$ cat config.mk
export PLATFORM = sky130hd
export DESIGN_NAME = inst_mem_loader
export DESIGN_NICKNAME = d
export VERILOG_FILES = /design/src/rtl/inst_mem_loader.sv
export SDC_FILE = /design/constraint.sdc
export NUM_CORES = 1
export LEC_CHECK = 0
export BUFFER_PORTS_ARGS = -buffer_cell sky130_fd_sc_hd__buf_2
export CORE_MARGIN = 2
export CORE_UTILIZATION = 55
export CTS_CLUSTER_SIZE = 14
export DETAILED_ROUTE_END_ITERATION = 7
export PLACE_DENSITY = 0.8
export SLEW_MARGIN = 20
export SYNTH_ARGS = -nofsm -noshare
export SYNTH_HDL_FRONTEND = slang
export SYNTH_SLANG_ARGS = --single-unit
$ cat constraint.sdc
create_clock -name clk -period 3.04 [get_ports clk]
set_clock_uncertainty 0.2 [all_clocks]
set_input_delay 0.456 -clock clk [delete_from_list [all_inputs] [get_ports clk]]
set_output_delay 0.456 -clock clk [all_outputs]
set_load 0.05 [all_outputs]
$ cat src/rtl/inst_mem_loader.sv
// Instruction memory loader: assembles a little-endian byte stream into 32-bit
// words and writes them to consecutive instruction memory addresses from 0.
// Latency: the write strobe comes 1 cycle after the 4th byte of a word is accepted.
// Backpressure: in_ready is high only in LOAD, so the stream stalls while a word is written.
// Ports: clk/rst (sync, active high); start/word_count load request;
//   in_valid/in_ready/in_byte byte stream; mem_write_* instruction memory write
//   port; cpu_hold stalls the core during a load; done marks load completion.
module inst_mem_loader #(
  parameter int ADDR_WIDTH = 5,
  parameter int DEPTH      = 32
) (
  input  logic                  clk,
  input  logic                  rst,
  input  logic                  start,
  input  logic [ADDR_WIDTH:0]   word_count,
  input  logic                  in_valid,
  input  logic [7:0]            in_byte,
  output logic                  in_ready,
  output logic                  mem_write_enable,
  output logic [ADDR_WIDTH-1:0] mem_write_addr,
  output logic [31:0]           mem_write_data,
  output logic                  cpu_hold,
  output logic                  done
);

  localparam logic [1:0] S_IDLE  = 2'd0;
  localparam logic [1:0] S_LOAD  = 2'd1;
  localparam logic [1:0] S_WRITE = 2'd2;
  localparam logic [1:0] S_DONE  = 2'd3;

  localparam logic [ADDR_WIDTH:0] DEPTH_W = (ADDR_WIDTH+1)'(DEPTH);

  logic [1:0]          state;
  logic [1:0]          idx;       // next byte lane to fill
  logic [23:0]         asm_q;     // lower three bytes of the word being assembled
  logic [ADDR_WIDTH:0] word_cnt;  // words written so far in this load
  logic [ADDR_WIDTH:0] n_words;   // saturated word count captured at start
  logic [ADDR_WIDTH:0] n_eff;
  logic [ADDR_WIDTH:0] cnt_next;
  logic                xfer;

  // Requests above the memory depth saturate, so the counter can never walk
  // past the last address or wrap back to 0.
  always_comb begin
    n_eff = (word_count > DEPTH_W) ? DEPTH_W : word_count;
  end

  assign cnt_next = word_cnt + 1'b1;

  // Outputs are decoded from state only: no path from in_valid to in_ready.
  assign in_ready         = (state == S_LOAD);
  assign mem_write_enable = (state == S_WRITE);
  assign cpu_hold         = (state == S_LOAD) || (state == S_WRITE);
  assign done             = (state == S_DONE);
  assign xfer             = in_valid && (state == S_LOAD);

  always_ff @(posedge clk) begin
    if (rst) begin
      state          <= S_IDLE;
      idx            <= 2'd0;
      asm_q          <= 24'd0;
      word_cnt       <= '0;
      n_words        <= '0;
      mem_write_addr <= '0;
      mem_write_data <= 32'd0;
    end else begin
      case (state)
        S_IDLE, S_DONE: begin
          if (start) begin
            n_words  <= n_eff;
            word_cnt <= '0;
            idx      <= 2'd0;
            state    <= (n_eff == '0) ? S_DONE : S_LOAD;
          end
        end
        S_LOAD: begin
          if (xfer) begin
            if (idx == 2'd3) begin
              // 4th byte goes straight into the write data register.
              mem_write_data <= {in_byte, asm_q};
              mem_write_addr <= word_cnt[ADDR_WIDTH-1:0];
              state          <= S_WRITE;
            end else begin
              asm_q[{idx, 3'b000} +: 8] <= in_byte;
            end
            idx <= idx + 2'd1;
          end
        end
        S_WRITE: begin
          word_cnt <= cnt_next;
          idx      <= 2'd0;
          state    <= (cnt_next == n_words) ? S_DONE : S_LOAD;
        end
        default: state <= S_IDLE;
      endcase
    end
  end

endmodule

# Yosys cells after proc, flatten, opt, wreduce, memory -nomap -nowiden
# Cells that the tools add are included.
[totals] register_bits=77 latchBits=0 ram_bits=0 rom_bits=0 inputBits=18 out_inout_bits=41 elab_cells=47 memories=0
[op_classes] addsub=3 mul=0 n_div=0 magnitude_cmp=1 n_eq_ne=8 shifts=2 n_mux=13 bitwise_logic=1 reduce_logical=12
[op_table] cell="24-bit bitwise mux" n=1
[op_table] cell="8-bit by 7-bit variable shift with 24-bit output (first input constant)" n=1
[op_table] cell="8-bit by 7-bit indexed part select with 24-bit output" n=1
[op_table] cell="2-bit 2-to-1 mux" n=7
[op_table] cell="6-bit 2-to-1 mux" n=2
[op_table] cell="2-bit one-hot mux with 3 select lines" n=2
[op_table] cell="6-bit one-hot mux with 2 select lines" n=1
[op_table] cell="3-bit AND reduction" n=3
[op_table] cell="5-bit negation with 7-bit output" n=1
[op_table] cell="6-bit by 1-bit adder with 6-bit output (second input constant)" n=1
[op_table] cell="2-bit equality test (second input constant)" n=3
[op_table] cell="6-bit equality test" n=1
[op_table] cell="6-bit greater-than comparator (second input constant)" n=1
[op_table] cell="6-bit zero test" n=1
[op_table] cell="2-bit AND reduction" n=3
[op_table] cell="2-bit by 1-bit inequality test with 1-bit output (second input constant)" n=2
[op_table] cell="2-bit by 1-bit adder with 2-bit output (second input constant)" n=1
[op_table] cell="2-bit by 1-bit equality test with 1-bit output (second input constant)" n=1
[op_table] cell="2-bit zero test" n=1
[op_table] cell="2-bit inequality test (second input constant)" n=1
[op_table] cell="2-bit nonzero test" n=1
[op_table] cell="2-bit OR reduction" n=1
[op_table] cell="1-bit logical AND" n=1
[op_table] cell="1-bit logical OR" n=1
[op_table] cell="1-bit inverter" n=1

# Longest topological paths before layout
[logic_depth] depth_word=6 mapped_depth=7

# Worst setup path after synthesis
# Ideal clock, no wire load.
[synth_timing] kind="register to register" start="reg state[0]" end="reg mem_write_addr[0]" setup_time_ns=0.132 arrival_time_ns=1.703 required_time_ns=2.708 slack_ns=1.005 path_stages_with_launch=6 synth_period_minus_slack_ns=2.035 path_cell_list="dfxtp_1 > ha_1 > nand3_1 > clkbuf_1 > nand2_1 > a21oi_1"
[synth_via] elab_chain_len=3
[synth_lines] element="start: declaration" line="33" rtl="logic [1:0] state;"
[synth_lines] element="start signal: assignment" line="73" rtl="state <= (n_eff == '0) ? S_DONE : S_LOAD;"
[synth_lines] element="start signal: assignment" line="92" rtl="state <= (cnt_next == n_words) ? S_DONE : S_LOAD;"
[synth_lines] element="2-bit by 1-bit equality test with 1-bit output (*)"
[synth_lines] element="via in_ready" line="18" rtl="output logic in_ready,"
[synth_lines] element="1-bit logical AND" line="55" rtl="assign xfer = in_valid && (state == S_LOAD);"
[synth_lines] element="3-bit AND reduction (no source line) (*)"
[synth_lines] element="end signal: assignment" line="81" rtl="mem_write_addr <= word_cnt[ADDR_WIDTH-1:0];"
[synth_lines] element="end: declaration" line="20" rtl="output logic [ADDR_WIDTH-1:0] mem_write_addr,"
# Mark *: on every way through the listed nets, which the timed path passes. The rest lies on a longest branch.
# A chain may end at the register's enable or synchronous reset.

# Worst setup path after layout
[layout_timing] start="reg state[0]" end="out cpu_hold"
[layout_via] elab_chain_len=2 word_cells_on_any_way=3
[layout_lines] element="2-bit by 1-bit equality test with 1-bit output or 2-bit equality test (tied branches)" line="53" rtl="assign cpu_hold = (state == S_LOAD) || (state == S_WRITE);"
[layout_lines] element="1-bit logical OR (*)" line="53"
[layout_lines] element="end: declaration" line="22" rtl="output logic cpu_hold,"
# Mark *: on every way between the ends. The rest lies on a longest branch, timed or not.

==> key figures <==
Outcome
  – Status: completed

Setup path
  – R2r setup slk: 0.89 ns
  – Critical path class: reg -> out
  – Max Fanout on Critical Path: 8
  – Setup crit end kind: output pin
  – Critical path launch point type: flop
  – Worst reg2reg startpoint: state[0]$_SDFFE_PP0P_
  – Worst Path Arrival: 1.58 ns
  – FF-to-FF End: mem_write_data[14]$_SDFFE_PP0P_
  – Reg2Reg Depth: 5
  – CP required: 2.38 ns

Synthesis
  – Multiplexer share of the synthesized area: 0
  – Complex-gate fraction of the synthesized area: 0.155
  – Post-Synth Simple-Gate Area: 0.266
  – Gate count of the mapped netlist: 396
  – Top cells by count, synth: nand2_1, dfxtp_1, a21oi_1
  – Most numerous cell in the Yosys netlist: nand2_1
  – Top FF cell, synth: dfxtp_1
  – Synth area leader: dfxtp_1
  – Synth Area in XOR/XNOR: 0.0191
  – Syn Std Cell Area: 0.00322 mm^2
  – Adder-cell area share of the yosys netlist: 0.0389
  – Largest family of logic cells by synthesized area: simple AND/OR/NAND/NOR gates
  – Seq/Total Area, Yosys: 0.479
  – Seq cells post-synth: 77
  – Distinct cells, synth: 42
  – Synth top area share: 0.479
  – Syn Nets: 424
  – Number of flops mapped to enable cells by yosys: 0
  – Synth area leaders: dfxtp_1, nand2_1, a21oi_1
  – Async SR Flop Fraction: 0
  – Yosys Warn Count: 0
  – Synthesized area per cell: 8.13 um^2

Timing
  – Min Tclk post-route: 2.24 ns
  – Crit share post-route: 0.736
  – Fmax: 447 MHz
  – Setup TNS: 0 ns
  – Worst-Margin Slew: 0.739 ns
  – Max Slew Vio Count: 0
  – Max_slew headroom: 0.507
  – Unrepaired setup endpoints after global routing: false
  – Final setup violation count: 0
  – Final hold viol count: 0

CTS
  – Post-cts sizing count: 0
  – CTS tree: done
  – CTS root buf: clkbuf_8
  – Clk_lat worst skew: 0.35 ns
  – CTS HTree Levels: 3
  – # clock sinks: 77
  – Num CTS Buffers: 9
  – Clk slew on worst S/H paths: 0.08 ns
  – Hold buffer count at cts: 0
  – Post-CTS setup buffers: 0
  – Deepest clock path buffer count: 2

Power and ir drop
  – Switching Share: 0.296
  – Worst vdd ir: 0.407 mV
  – Comb power frac: 0.187
  – Clock share of power: 0.371
  – P_sw: 0.000732 W
  – Seq pwr share: 0.443
  – Int Pwr: 0.00174 W
  – Pwr dens: 658 mW/mm^2
  – Pleak: 1.48 nW

Die
  – Die Y: 80.5 um
  – IO Pins: 59
  – Die ar.: 0.00648 mm^2
  – Core box area: 0.00557 mm^2
  – Row count: 27
  – Die Wd: 80.5 um
  – Initial core utilization: 0.577

Finish
  – Fin area: 0.00376 mm^2
  – Fillers: 492
  – Multi-input logic area: 0.00154 mm^2
  – Share of cells above drive strength 1: 0.184
  – Nets@finish: 474
  – Antenna diode count: 0
  – Layout overhead on the synthesized area: 16.9%
  – Storage cell area: 0.00154 mm^2

Drt
  – DRT Pass-1 Iters: 5
  – Final wirelength: 6.86 mm
  – Met2 WL: 3.17 mm
  – Highest metal used: met4
  – Met3 routed WL: 352 um
  – Routed WL per cell: 13.1 um
  – Initial DRC count: 212
  – Metal-1 WL: 3.16 mm
  – Vias: 2811
  – Post-DR vias/cell: 5.37
  – DRC errors left: 0
  – Detail Route Antenna Nets: 0

Min path
  – Min-delay worst type: in -> reg
  – Worst hold path depth: 3
  – Hold Startpoint: start
  – Min-Delay Endpoint: n_words[5]$_SDFFE_PP0P_

GRT
  – Grt ovf: 0
  – Largest net degree at the start of global routing: 41
  – First-pass GRT wire length: 11.9 mm
  – Vias in the first global route: 2573
  – Initial antenna violation count: 0
  – Gr usage total: 0.235

Placement
  – Routability cong.: 0.843
  – Placed inst area: 0.00352 mm^2
  – Port-buffer cells: 58
  – DPL Wire Length: 4.65 mm

Flow run
  – Max_cap viols: 0
## per-stage QoR
step	total power (W)	util	hold WS, ns	worst slack, ns	cells
finish	0.00248	0.675	0.193	0.801	523
global route	0.00259	0.675	0.191	0.675	523
CTS	0.00249	0.675	0.184	0.776	523
detailed placement	0.00158	0.632	0.244	0.822	507
global placement	0.00157	0.632	0.239	0.943	507
floorplan	0.00147	-	0.232	1.01	396
## cells in the final DEF (no fill, tap or decap), types with 2 or more instances in the layout
master and instances:
nor3b_2 2, nand3_1 29, buf_4 2, a21oi_1 74, and2_1 6, dfxtp_1 77, ha_1 10, o211ai_1 2
nor3_1 3, and4_1 2, clkbuf_8 9, bufinv_16 3, o21ai_1 5, xnor2_1 4, xor2_1 3, nand2_1 108
and3_1 3, buf_2 58, nor2_1 12, nand2b_1 2, inv_1 5, nor3b_1 8
## routing by layer
layer,vias to the layer above,GRT usage
li1,1436,-
met1,1284,0.311
met2,76,0.358
met3,15,0.0483
met4,0,0.125
met5,-,0
## worst max-delay path by stage
stage | startpoint | depth (start not counted) | end | slack, ns
floorplan | state[0]$_SDFFE_PP0P_ | 5 | mem_write_addr[0]$_SDFFE_PP0P_ | 1.01
global placement | idx[0]$_SDFFE_PP0P_ | 5 | mem_write_data[13]$_SDFFE_PP0P_ | 0.94
detailed placement | state[0]$_SDFFE_PP0P_ | 5 | mem_write_data[21]$_SDFFE_PP0P_ | 0.82
CTS | state[0]$_SDFFE_PP0P_ | 4 | cpu_hold | 0.78
global route | state[0]$_SDFFE_PP0P_ | 5 | mem_write_data[17]$_SDFFE_PP0P_ | 0.68
finish | state[0]$_SDFFE_PP0P_ | 4 | cpu_hold | 0.80
## kinds of logic after synthesis
group / Yosys count
buffers and inverters: 28
AO/OA/AOI/OAI: 91
AND/OR/NAND/NOR: 183
flip-flops: 77
XOR/XNOR: 7
adder cells (fa/ha/maj): 10
## sequential cells by signal, indices dropped and copies added (netlist names)
name            count
mem_write_addr      5
n_words             6
mem_write_data     32
asm_q              24
word_cnt            6
state               2
idx                 2
## area by class of cell
| type | instances | share of cell area |
|---|---|---|
| well taps | 72 | 0.0240 |
| multi-input cells | 291 | 0.410 |
| clock buffers | 10 | 0.0339 |
| clock inverters | 6 | 0.0296 |
| repair buffers | 61 | 0.0865 |
| flip-flops and latches | 77 | 0.410 |
| inverters | 6 | 0.00599 |
## power groups by stage
stage / clock (W) / combinational [W] / sequential, W
floorplan: 0 / 0.000366 / 0.00111
global placement: 0 / 0.000451 / 0.00112
detailed placement: 0 / 0.000461 / 0.00112
CTS: 0.000931 / 0.000463 / 0.00110
global route: 0.000977 / 0.000513 / 0.00110
finish: 0.000918 / 0.000463 / 0.00110
## worst max-delay path, stage by stage (launching register included)
cell     delay, ns
dfxtp_1       0.42
inv_1         0.06
ha_1          0.40
inv_1         0.10
buf_2         0.26
No activity file was read; power rests on OpenSTA's default activity.
